[src/rtl/int_ctrl_pkg.sv]
// Shared types and constants for the interrupt timer controller.
// Channel index type, channel ceiling and the fixed IM1 vector.
package int_ctrl_pkg;
    localparam int MAX_CH = 8;
    typedef logic [2:0] ch_idx_t;
    localparam logic [7:0] DEF_VEC = 8'hFF;
endpackage

[src/rtl/int_timer_ch.sv]
// One timer channel: period/enable registers, free-running counter, terminal-count pulse.
// Latency: tc is combinational from the counter; a load takes effect on the next edge.
// Backpressure: none; a load always wins over counting.
module int_timer_ch
    import int_ctrl_pkg::*;
#(
    parameter int CNT_W = 20,
    parameter logic [CNT_W-1:0] RST_PERIOD = '0,
    parameter bit RST_EN = 1'b0
) (
    input  logic             clk,
    input  logic             rst,
    input  logic             load,
    input  logic [CNT_W-1:0] load_period,
    input  logic             load_en,
    output logic             en,
    output logic             tc
);

    logic [CNT_W-1:0] period_q;
    logic [CNT_W-1:0] cnt_q;
    logic             en_q;
    logic             active;

    assign active = en_q && (period_q != '0);
    // A load clears the counter, so the cycle carrying it never counts as a wrap.
    assign tc     = active && !load && (cnt_q == period_q - CNT_W'(1));
    assign en     = en_q;

    always_ff @(posedge clk) begin
        if (rst) begin
            period_q <= RST_PERIOD;
            en_q     <= RST_EN;
            cnt_q    <= '0;
        end else if (load) begin
            period_q <= load_period;
            en_q     <= load_en;
            cnt_q    <= '0;
        end else if (!active || tc) begin
            cnt_q    <= '0;
        end else begin
            cnt_q    <= cnt_q + CNT_W'(1);
        end
    end

endmodule

[src/rtl/int_timer_ctrl.sv]
// Multi-channel periodic interrupt source with fixed priority and Z80-style vector (INT_VEC_EN).
// Latency: pending one edge after terminal count, int_n one edge after pending; int_vec combinational.
// Backpressure: none; pending holds until acknowledged, a new terminal count beats a same-cycle ack.
module int_timer_ctrl
    import int_ctrl_pkg::*;
#(
    parameter int NUM_CH     = 2,
    parameter int CNT_W      = 20,
    parameter int DEF_PERIOD = 500000
) (
    input  logic              clk,
    input  logic              rst,
    input  logic              cfg_we,
    input  logic [2:0]        cfg_ch,
    input  logic [CNT_W-1:0]  cfg_period,
    input  logic              cfg_en,
    input  logic              vec_we,
    input  logic [7:0]        vec_din,
    input  logic              int_ack,
    output logic              int_n,
    output logic [7:0]        int_vec,
    output logic [NUM_CH-1:0] pending
);

    logic [NUM_CH-1:0] tc;
    logic [NUM_CH-1:0] ch_en;
    logic [NUM_CH-1:0] pending_q;
    logic [NUM_CH-1:0] pending_nxt;
    logic [NUM_CH-1:0] ack_mask;
    logic              any_pend;
    ch_idx_t           win_idx;
    logic              int_n_q;

    for (genvar i = 0; i < NUM_CH; i++) begin : g_ch
        int_timer_ch #(
            .CNT_W      (CNT_W),
            .RST_PERIOD (CNT_W'(DEF_PERIOD)),
            .RST_EN     (i == 0)
        ) u_ch (
            .clk         (clk),
            .rst         (rst),
            .load        (cfg_we && (cfg_ch == ch_idx_t'(i))),
            .load_period (cfg_period),
            .load_en     (cfg_en),
            .en          (ch_en[i]),
            .tc          (tc[i])
        );
    end

    // Scan from the top down so the lowest pending index is the last one written.
    always_comb begin
        win_idx  = '0;
        any_pend = 1'b0;
        for (int i = NUM_CH - 1; i >= 0; i--) begin
            if (pending_q[i]) begin
                win_idx  = ch_idx_t'(i);
                any_pend = 1'b1;
            end
        end
        ack_mask    = (int_ack && any_pend) ? (NUM_CH'(1) << win_idx) : '0;
        pending_nxt = (pending_q & ~ack_mask) | tc;
    end

    always_ff @(posedge clk) begin
        if (rst) begin
            pending_q <= '0;
            int_n_q   <= 1'b1;
        end else begin
            pending_q <= pending_nxt;
            int_n_q   <= ~|(pending_q & ch_en);
        end
    end

`ifdef INT_VEC_EN
    logic [7:0] vec_base;

    always_ff @(posedge clk) begin
        if (rst) begin
            vec_base <= 8'h00;
        end else if (vec_we) begin
            vec_base <= vec_din;
        end
    end

    assign int_vec = {vec_base[7:4], win_idx, 1'b0};
`else
    wire unused_vec = &{1'b0, vec_we, vec_din};

    assign int_vec = DEF_VEC;
`endif

    assign int_n   = int_n_q;
    assign pending = pending_q;

endmodule

[config.mk]
export PLATFORM = sky130hd
export DESIGN_NAME = int_timer_ctrl
export DESIGN_NICKNAME = d
export VERILOG_FILES = /design/src/rtl/int_ctrl_pkg.sv /design/src/rtl/int_timer_ch.sv /design/src/rtl/int_timer_ctrl.sv
export SDC_FILE = /design/constraint.sdc
export NUM_CORES = 1
export LEC_CHECK = 0
export BUFFER_PORTS_ARGS = -buffer_cell sky130_fd_sc_hd__clkbuf_2
export CAP_MARGIN = 10
export CELL_PAD_IN_SITES_DETAIL_PLACEMENT = 0
export CELL_PAD_IN_SITES_GLOBAL_PLACEMENT = 1
export CORE_AREA = 4 4 111 113
export CTS_CLUSTER_SIZE = 40
export DETAILED_ROUTE_END_ITERATION = 10
export DIE_AREA = 0 0 115 117
export PLACE_DENSITY_LB_ADDON = 0.1
export SETUP_SLACK_MARGIN = 0.3
export SYNTH_ARGS = -nofsm -noshare
export SYNTH_HDL_FRONTEND = slang
export SYNTH_SLANG_ARGS = --single-unit
[constraint.sdc]
create_clock -name clk -period 3.2 [get_ports clk]
set_input_delay 0.8 -clock clk [delete_from_list [all_inputs] [get_ports clk]]
set_output_delay 0.8 -clock clk [all_outputs]
set_load 0.02 [all_outputs]
* Word-level counts from Yosys, hierarchy flattened
Index checks and enable logic that the tools add are counted.
Operators by class: shift operators 1, reduce and logical (&&, ||, !) cells 22, bitwise gates (word level) 4, equality and inequality tests 3, add/subtract/negate cells 4, muxes and demuxes 5
Operators by type and width (number):
- 20-bit by 1-bit adder with 20-bit output (second input constant) | 2
- 20-bit equality test | 2
- 20-bit nonzero test | 2
- 20-bit by 1-bit subtractor with 20-bit output (second input constant) | 2
- 1-bit logical AND | 9
- 3-bit OR reduction | 2
- 1-bit logical NOT | 5
- 2-bit bitwise AND | 2
- 3-bit by 1-bit equality test with 1-bit output (second input constant) | 1
- 3-bit logical NOT | 1
- 1-bit 2-to-1 mux | 3
- 3-bit 2-to-1 mux | 1
- 1-bit by 3-bit << shifter with 2-bit output (first input constant) | 1
- 1-bit logical OR | 2
- 2-bit 2-to-1 mux | 1
- 2-bit inverter | 1
- 2-bit bitwise OR | 1
- 2-bit OR reduction | 1
Word-level totals: logic and storage cells 47, input bits 37, output and inout bits 11, register bits 85

* Logic depth before layout (Yosys ltp)
Gate-level depths: netlist (run 1).
depth after elaboration 7, depth in mapped cells 12, gate-level depth less buffers 9

* Cells and area by module
Synthesis (run 1) repeated with hierarchy kept, for this count alone.
Second synthesis, totals: cell total of the unflattened synthesis 547, area total of the unflattened synthesis 4838.4 um^2
Modules (own cells, without submodules):
- int_timer_ch (g_ch[0].u_ch) | seq. area each 820.8 um^2, cells an instance 262, area each 2321.0 um^2, instances 1
- int_timer_ch (g_ch[1].u_ch) | seq. area each 820.8 um^2, cells an instance 263, area each 2321.0 um^2, instances 1
- int_timer_ctrl | seq. area each 60.1 um^2, cells an instance 22, area each 196.4 um^2, instances 1

* Worst setup path after synthesis (run 1)
No wires, ideal clock.
path kind register -> register, start register g_ch[1].u_ch.period_q[0], end register g_ch[1].u_ch.cnt_q[17], path buffers 3, data arrival time 2.577 ns, library setup time 0.120 ns, required time 3.080 ns, clock period less this slack 2.697 ns, setup slack 0.503 ns, stages on the path, launching flop included 13, cells stage by stage dfxtp_1 clkbuf_1 inv_1 ha_1 buf_2 nor4b_2 nand4_1 or3b_1 a21oi_1 o22ai_1 nor4_1 buf_2 nor3b_1
On the way: cells in the longest elaborated chain, start to end 6, elaborated cells between the ends (all ways) 9, classes of those cells 1 x add/sub; 1 x eq/ne; 7 x reduce/logical
RTL lines:
- start, declared | line int_timer_ch.sv:20 | logic [CNT_W-1:0] period_q;
- start signal, assigned | line int_timer_ch.sv:36 | period_q <= load_period;
- branches (longest 4 deep; another with 20-bit by 1-bit subtractor with 20-bit output)
- 1-bit logical OR * | line int_timer_ch.sv:39 | end else if (!active || tc) begin
- 3-bit OR reduction (no line) *
- end signal, assigned | line int_timer_ch.sv:42 | cnt_q <= cnt_q + CNT_W'(1);
- end, declared | line int_timer_ch.sv:21 | logic [CNT_W-1:0] cnt_q;
Mark *: on every way between the ends. A chain may end at the register's enable or synchronous reset.

* Worst setup path after layout (run 1)
start register g_ch[0].u_ch.period_q[14], end register g_ch[0].u_ch.cnt_q[0]
On the way: cells in the longest elaborated chain, start to end 6, elaborated cells between the ends (all ways) 9, classes of those cells 1 x add/sub; 1 x eq/ne; 7 x reduce/logical
RTL lines (line):
- start, declared | int_timer_ch.sv:20
- start signal, assigned | int_timer_ch.sv:36
- branches (longest 4 deep; another with 20-bit by 1-bit subtractor with 20-bit output)
- 1-bit logical OR * | int_timer_ch.sv:39
- 3-bit OR reduction (no line) *
- end signal, assigned | int_timer_ch.sv:42
- end, declared | int_timer_ch.sv:21
Marks and branches as above.

==> summary.md, run 1 <==
| Metric | Value |
|---|---|
| Vias in the first global route | between 4000 and 5000 |
| Placer Congestion | 0.865 |
| Global-route wire length before repair | 20400 um |
| R2R Setup Slk | 0.53 ns |
| Seq/Total Area, Yosys | around 34% |
| Maximum clock insertion buffer count | 2 |
| Max cap viols | 0 |
| Final setup fails | 0 |
| Tcrit/Tclk final | 83.5% |
| Worst hold path type | flip-flop to flip-flop |
| Setup TNS | 0 ns |
| Number of cells after detailed placement | roughly 790 |
| Synth top area cells | dfxtp_1, nand2_1, xnor2_1 |
| Crit path capture type | flip-flop |
| Fmax | between 0.3 and 0.4 GHz |
| Core Area | 11300 sq um |
| CTS Buf Count | 9 |
| Final max-slew violation count | 0 |
| Worst-Margin Slew | between 0.7 and 0.8 ns |
| CTS root buffer | clkbuf_16 |
| Most frequent cells in the layout | nand2_1, dfxtp_1, xnor2_1, nor2_1, a21oi_1 |
| Buf/Inv on CP | 1 |
| Finished Cell Area | ~5600 sq um |
| Synth Cell Area | between 4000 and 5000 sq um |
| Post-Synthesis Cells | around 630 |
| Reg2reg path depth | 8 |
| Clk Latency, worst-skew pair | ~0.34 ns |
| Required time of the critical path | approximately 3.4 ns |
| Startpoint Class | flip-flop |
| Pwr per Cell Area | 416 nW/um^2 |
| CP Data Arrival Time | between 2 and 3 ns |
| Largest net degree at the start of global routing | 25 |
| Drt pass-1 iters | 4 |
| Commonest non-fill, non-tap cell in the layout | nand2_1 |
| Top delay family on crit path | simple AND/OR/NAND/NOR gates |
| Slew Limit Headroom | 49.2% |
| Routed length per instance | approximately 15 um |
| Fillers | between 1000 and 1500 |
| Share of post-route cells with drive strength above 1 | approximately 16% |
| Post-DP HPWL | ~9000 um |
| Die W | ~120 um |
| EDFF count, synth | 0 |
| Critical Path Max Stage Delay | around 0.40 ns |
| Hold-critical path depth | 2 |
| Multi-input gate area | 3060 sq um |
| Final min period | 2.67 ns |
| Hold endpoint | g_ch[1].u_ch.en$_SDFFE_PP0P_ |
| Clock Skews | between 0.008 and 0.009 ns |
| Area Growth Syn to Fin | 13.4% |
| Status | completed |
| VDD IR max | ~0.43 mV |
| Leak pwr | 2.09 nW |
| Slowest CP cell | nor4_4 |
| Launching point of the worst reg2reg path | g_ch[0].u_ch.period_q[14]$_SDFFE_PP0P_ |
| Worst-path clk slew | approximately 0.06 ns |
| Post-layout util | about 50% |
| Grt total ovfl | 0 |
| Die area | approximately 13000 sq um |
| Kind of critical path | flip-flop to flip-flop |
| Dominant synthesized flop cell | dfxtp_1 |
| Cell taking the most area after synthesis | dfxtp_1 |
| Drt drc | 0 |
| Ant. Diodes | 0 |
| Total GRT Usage | between 10% and 20% |
| RSZ-0062 raised after global routing | false |
| Die height | between 100 and 150 um |
| Routed Antenna Nets | 0 |
| # IOs | between 40 and 50 |
| Share of the synthesized area in the top cell type | 34.5% |
| Async SR Flop Fraction | 0% |
| Vias after detailed routing | 4307 |
| Number of synthesized register bits | 85 |
| R2R Path End | g_ch[0].u_ch.cnt_q[0]$_SDFF_PP0_ |
| Total number of H-tree levels | 3 |
| Floorplan row count | 39 |
| Hold Vio Cnt, Final | 0 |
| Port Buffer Count | 30 |
| Nets | roughly 710 |
| Drt via density | around 5.3 |
| Final wirelength | between 10000 and 15000 um |
| Sequential cell area | 1700 sq um |
| Sink Count | 85 |
| Total power | about 2.3 mW |
| Initial Util | 43.6% |
| Worst Hold Launch | g_ch[1].u_ch.en$_SDFFE_PP0P_ |
| Finished Layout Cells | roughly 810 |
| Placed cell area | 5270 sq um |
| Yosys warns | 0 |
| Crit path cell chain | nor4_4 -> nand3_2 -> or3_1 -> a2111oi_2 -> nand4_1 -> a2111oi_4 -> buf_12 -> nor3b_2 |
| Cell variety after synth | 65 |
| DRT iter0 DRCs | ~280 |
| Worst Path Max Fanout | 20 |
| Syn_area_per_cell | slightly below 8 sq um |
| Hold-fix buffers, CTS | 0 |
| Initial antenna violation count | 0 |
| CTS tree | done |
[area by class of cell]
cell class,instances,share of cell area (%)
multi-input cells,506,54.7
flip-flops and latches,85,30.4
repair buffers,50,5.59
clock buffers,11,4.34
well taps,143,3.20
clock inverters,5,0.894
inverters,13,0.872
[metal layers]
layer | vias up | global-route usage, % | part of all wire [%]
met5 | - | 0 | 0
met4 | 0 | 5.09 | 1.5
met3 | 15 | 4.99 | 2.5
met2 | 40 | 32.8 | 51
met1 | 2032 | 23.3 | 45
li1 | 2220 | - | -
[Yosys cell counts, types with 8 or more instances]
library cell,number
nand2_1,142
dfxtp_1,85
xnor2_1,60
nor2_1,41
a21oi_1,35
nand3_1,34
clkbuf_1,21
xor2_1,20
nor2_2,19
nor3_1,18
and3_1,12
inv_1,12
nand4_1,12
buf_4,8
[worst max-delay path by stage]
stage                                                 from  cells after the start                                end
floorplan            g_ch[1].u_ch.period_q[0]$_SDFFE_PP0P_                     12  g_ch[1].u_ch.cnt_q[17]$_SDFF_PP0_
global placement    g_ch[0].u_ch.period_q[11]$_SDFFE_PP0P_                      8   g_ch[0].u_ch.cnt_q[0]$_SDFF_PP0_
detailed placement   g_ch[0].u_ch.period_q[0]$_SDFFE_PP0P_                     10   g_ch[0].u_ch.cnt_q[0]$_SDFF_PP0_
CTS                  g_ch[0].u_ch.period_q[0]$_SDFFE_PP0P_                     10   g_ch[0].u_ch.cnt_q[0]$_SDFF_PP0_
global route         g_ch[0].u_ch.period_q[0]$_SDFFE_PP0P_                     10   g_ch[0].u_ch.cnt_q[0]$_SDFF_PP0_
finish              g_ch[0].u_ch.period_q[14]$_SDFFE_PP0P_                      8   g_ch[0].u_ch.cnt_q[0]$_SDFF_PP0_
[stage by stage]
step / worst slack [ns] / hold slack (ns)
after floorplan: 0.503 / 0.445
after global placement: 0.397 / 0.465
after detailed placement: 0.364 / 0.473
after CTS: 0.339 / 0.481
after global routing: 0.343 / 0.523
final: 0.529 / 0.483
[worst min-delay path, stage by stage (launching register included)]
cell	delay, ns
dfxtp_1	0.32
nand2_1	0.06
a21oi_1	0.05
[report_power, final]
part           internal (mW)  total (mW)  switching (mW)
sequential              1.08        1.10          0.0273
clock                  0.621        1.05           0.427
combinational         0.0756       0.178           0.102
total                   1.77        2.33           0.556
[logic make-up (layout without fill, tap and decap cells)]
| kind of cell | count (synthesis) | in the layout | share of synthesized area [%] |
|---|---|---|---|
| compound gates | 79 | 79 | 10.7 |
| xor+xnor | 81 | 81 | 14.7 |
| fa+ha+maj | 4 | 4 | 1.01 |
| buf+inv | 49 | 79 | 4.71 |
| flops | 85 | 85 | 34.5 |
| mux | 2 | 2 | 0.406 |
| other cells | 1 | 8 | 0.0760 |
| simple gates | 332 | 332 | 33.9 |
[flip-flops by register name (all words and copies together), names as in the netlist]
name / flops
pending: 2
int_n: 1
g_ch.u_ch.period_q: 40
g_ch.u_ch.en: 2
g_ch.u_ch.cnt_q: 40
[timing repair]
action                     CTS  global route
setup endpoints to repair    0            20
hold endpoints to repair     0             0
resized for setup            0             2
setup buffers                0             3
Note: power is estimated with default switching activity, not from simulation.
==> run 2: changes to the inputs <==
==> constraint.sdc (replaced) <==
create_clock -name clk -period 2.5 [get_ports clk]
set_input_delay 0.625 -clock clk [delete_from_list [all_inputs] [get_ports clk]]
set_output_delay 0.625 -clock clk [all_outputs]
set_load 0.02 [all_outputs]
==> summary.md, run 2 (synthesis gave the netlist of run 1 again) <==
| Metric | Value |
|---|---|
| Status | finished, violations left (was completed) |
| Failing checks | negative setup slack |
| Maximum clock insertion buffer count | 2 (unchanged) |
| Placed cell area | 5560 sq um (was 5270 sq um) |
| Setup TNS | -0.281 ns (was 0 ns) |
| Share of post-route cells with drive strength above 1 | 27.4% (was 15.5%) |
| Leak pwr | 2.38 nW (was 2.09 nW) |
| VDD IR max | 0.440 mV (was 0.434 mV) |
| Fmax | 0.396 GHz (was 0.374 GHz) |
| Grt total ovfl | 0 (unchanged) |
| Hold Vio Cnt, Final | 0 (unchanged) |
| Multi-input gate area | 3250 sq um (was 3060 sq um) |
| Routed length per instance | 14.9 um (was 14.8 um) |
| Slowest CP cell | or3_4 (was nor4_4) |
| Critical Path Max Stage Delay | 0.39 ns (was 0.40 ns) |
| Routed Antenna Nets | 0 (unchanged) |
| Commonest non-fill, non-tap cell in the layout | nand2_1 (unchanged) |
| Top delay family on crit path | simple AND/OR/NAND/NOR gates (unchanged) |
| Final wirelength | 12800 um (was 12000 um) |
| Final min period | 2.52 ns (was 2.67 ns) |
| Most frequent cells in the layout | nand2_1, dfxtp_1, xnor2_1, buf_4, nand3_1 (was nand2_1, dfxtp_1, xnor2_1, nor2_1, a21oi_1) |
| WL met1 | 5440 um (unchanged) |
| Global-route wire length before repair | 21100 um (was 20400 um) |
| DR top layer | met4 (unchanged) |
| Pwr per Cell Area | 484 nW/um^2 (was 416 nW/um^2) |
| Most used cell, CP | a2111oi_4 |
| Die height | 117 um (unchanged) |
| Ant. Diodes | 0 (unchanged) |
| Vias after detailed routing | 4486 (was 4307) |
| CTS root buffer | clkbuf_16 (unchanged) |
| Sink Count | 85 (unchanged) |
| Die area | 13500 sq um (unchanged) |
| Crit path capture type | flip-flop (unchanged) |
| CP Data Arrival Time | 2.76 ns (was 2.91 ns) |
| Post-DP HPWL | 9310 um (was 9050 um) |
| Regs by FF count | g_ch.u_ch.cnt_q (40), g_ch.u_ch.period_q (40) (unchanged) |
| Kind of critical path | flip-flop to flip-flop (unchanged) |
| Final max-slew violation count | 0 (unchanged) |
| Initial antenna violation count | 0 (unchanged) |
| Met3 wire length | 327 um (was 300 um) |
| Crit path cell chain | nor4_4 -> nand3_2 -> or3_4 -> a2111oi_4 -> nand4_1 -> a2111oi_4 -> buf_6 -> clkbuf_16 -> nor2_2 (was nor4_4 -> nand3_2 -> or3_1 -> a2111oi_2 -> nand4_1 -> a2111oi_4 -> buf_12 -> nor3b_2) |
| Required time of the critical path | 2.74 ns (was 3.44 ns) |
| Clk Latency, worst-skew pair | 0.34 ns (about the same) |
| Die W | 115 um (unchanged) |
| DRT iter0 DRCs | 237 (was 281) |
| Core Area | 11300 sq um (unchanged) |
| # IOs | 48 (unchanged) |
| Final worst slack | -0.0227 ns (was 0.529 ns) |
| Total number of H-tree levels | 3 (unchanged) |
| CTS Buf Count | 9 (unchanged) |
| Max cap viols | 0 (unchanged) |
| Total power | 3.05 mW (was 2.33 mW) |
| Fillers | 1104 (was 1138) |
| CTS tree | done (unchanged) |
| Detail Route met2 WL | 6780 um (was 6110 um) |
| Placer Congestion | 0.891 (was 0.865) |
| Clock Skews | 0.00537 ns (was 0.00818 ns) |
| Worst-path clk slew | 0.06 ns (about the same) |
| Initial Util | 43.6% (unchanged) |
| Drt drc | 0 (unchanged) |
| Finished Cell Area | 6300 sq um (was 5600 sq um) |
| Startpoint Class | flip-flop (unchanged) |
| Worst hold path type | flip-flop to flip-flop (unchanged) |
| Sequential cell area | 1720 sq um (was 1700 sq um) |
| Worst Path Max Fanout | 5 (was 20) |
| Total GRT Usage | 19.7% (was 18.9%) |
| Nets | 755 (was 706) |
| Buf/Inv on CP | 2 (was 1) |
| Post-layout util | 55.7% (was 49.4%) |
| Floorplan row count | 39 (unchanged) |
| Final setup fails | 20 (was 0) |
| RSZ-0062 raised after global routing | true (was false) |
| Drt via density | 5.20 (was 5.30) |
| Tcrit/Tclk final | 101% (was 83.5%) |
| Drt pass-1 iters | 4 (unchanged) |
| Port Buffer Count | 30 (unchanged) |
| Largest net degree at the start of global routing | 28 (was 25) |
| Area Growth Syn to Fin | 27.7% (was 13.4%) |
| Vias in the first global route | 4390 (was 4069) |
## run 2: cell count changes in the layout (fill, tap and decap cells not counted), sizes merged
cell	change
clkbuf	+3
buf	+47
clkinv	-1
## run 2: path summary, 6_finish.rpt
check,end,from,slack [ns],depth (start not counted)
setup / recovery,g_ch[0].u_ch.cnt_q[4]$_SDFF_PP0_,g_ch[0].u_ch.period_q[12]$_SDFFE_PP0P_,-0.02,9
hold / removal,g_ch[1].u_ch.en$_SDFFE_PP0P_,g_ch[1].u_ch.en$_SDFFE_PP0P_,0.49,2
setup reg to reg,g_ch[0].u_ch.cnt_q[4]$_SDFF_PP0_,g_ch[0].u_ch.period_q[12]$_SDFFE_PP0P_,-0.02,9
hold reg to reg,g_ch[1].u_ch.en$_SDFFE_PP0P_,g_ch[1].u_ch.en$_SDFFE_PP0P_,0.49,2
## run 2: worst reg2reg max path: stages, from the launching register on
cell and delay [ns]:
dfxtp_2 0.34, nor4_4 0.34, nand3_2 0.12, or3_4 0.39
a2111oi_4 0.28, nand4_1 0.20, a2111oi_4 0.37, buf_6 0.19
clkbuf_16 0.16, nor2_2 0.03
## run 2: stage by stage
step	hold WS (ns)	std cells	setup slack, ns
floorplan	0.445	640	0.120
global placement	0.468	825	-0.0168
detailed placement	0.472	825	-0.0185
CTS	0.481	856	0.00812
global route	0.508	862	-0.136
finish	0.488	862	-0.0227
## run 2: cell type report
cell class | instances | area share [%]
multi-input combinational | 506 | 51.6
sequential | 85 | 27.2
timing repair buffer | 99 | 12.6
clock buffer | 12 | 4.23
tap | 143 | 2.84
inverter | 13 | 0.814
clock inverter | 4 | 0.714
## run 2: what timing repair did
action,CTS,global route
pin swaps,6,12
endpoints found under the hold margin,0,0
setup endpoints to repair,42,42
gates cloned,3,3
hold buffers,0,0
resized for setup,34,23
setup buffers,12,3
## run 2: where the power goes
part / internal, mW / switching, mW
Clock: 0.850 / 0.528
Combinational: 0.123 / 0.144
Sequential: 1.38 / 0.0291
## run 2: per-layer routing
metal	GRT usage [%]	vias to the layer above
met4	5.71	0
met2	36.3	44
met1	22.5	2101
met5	0	-
met3	4.88	19
li1	-	2322
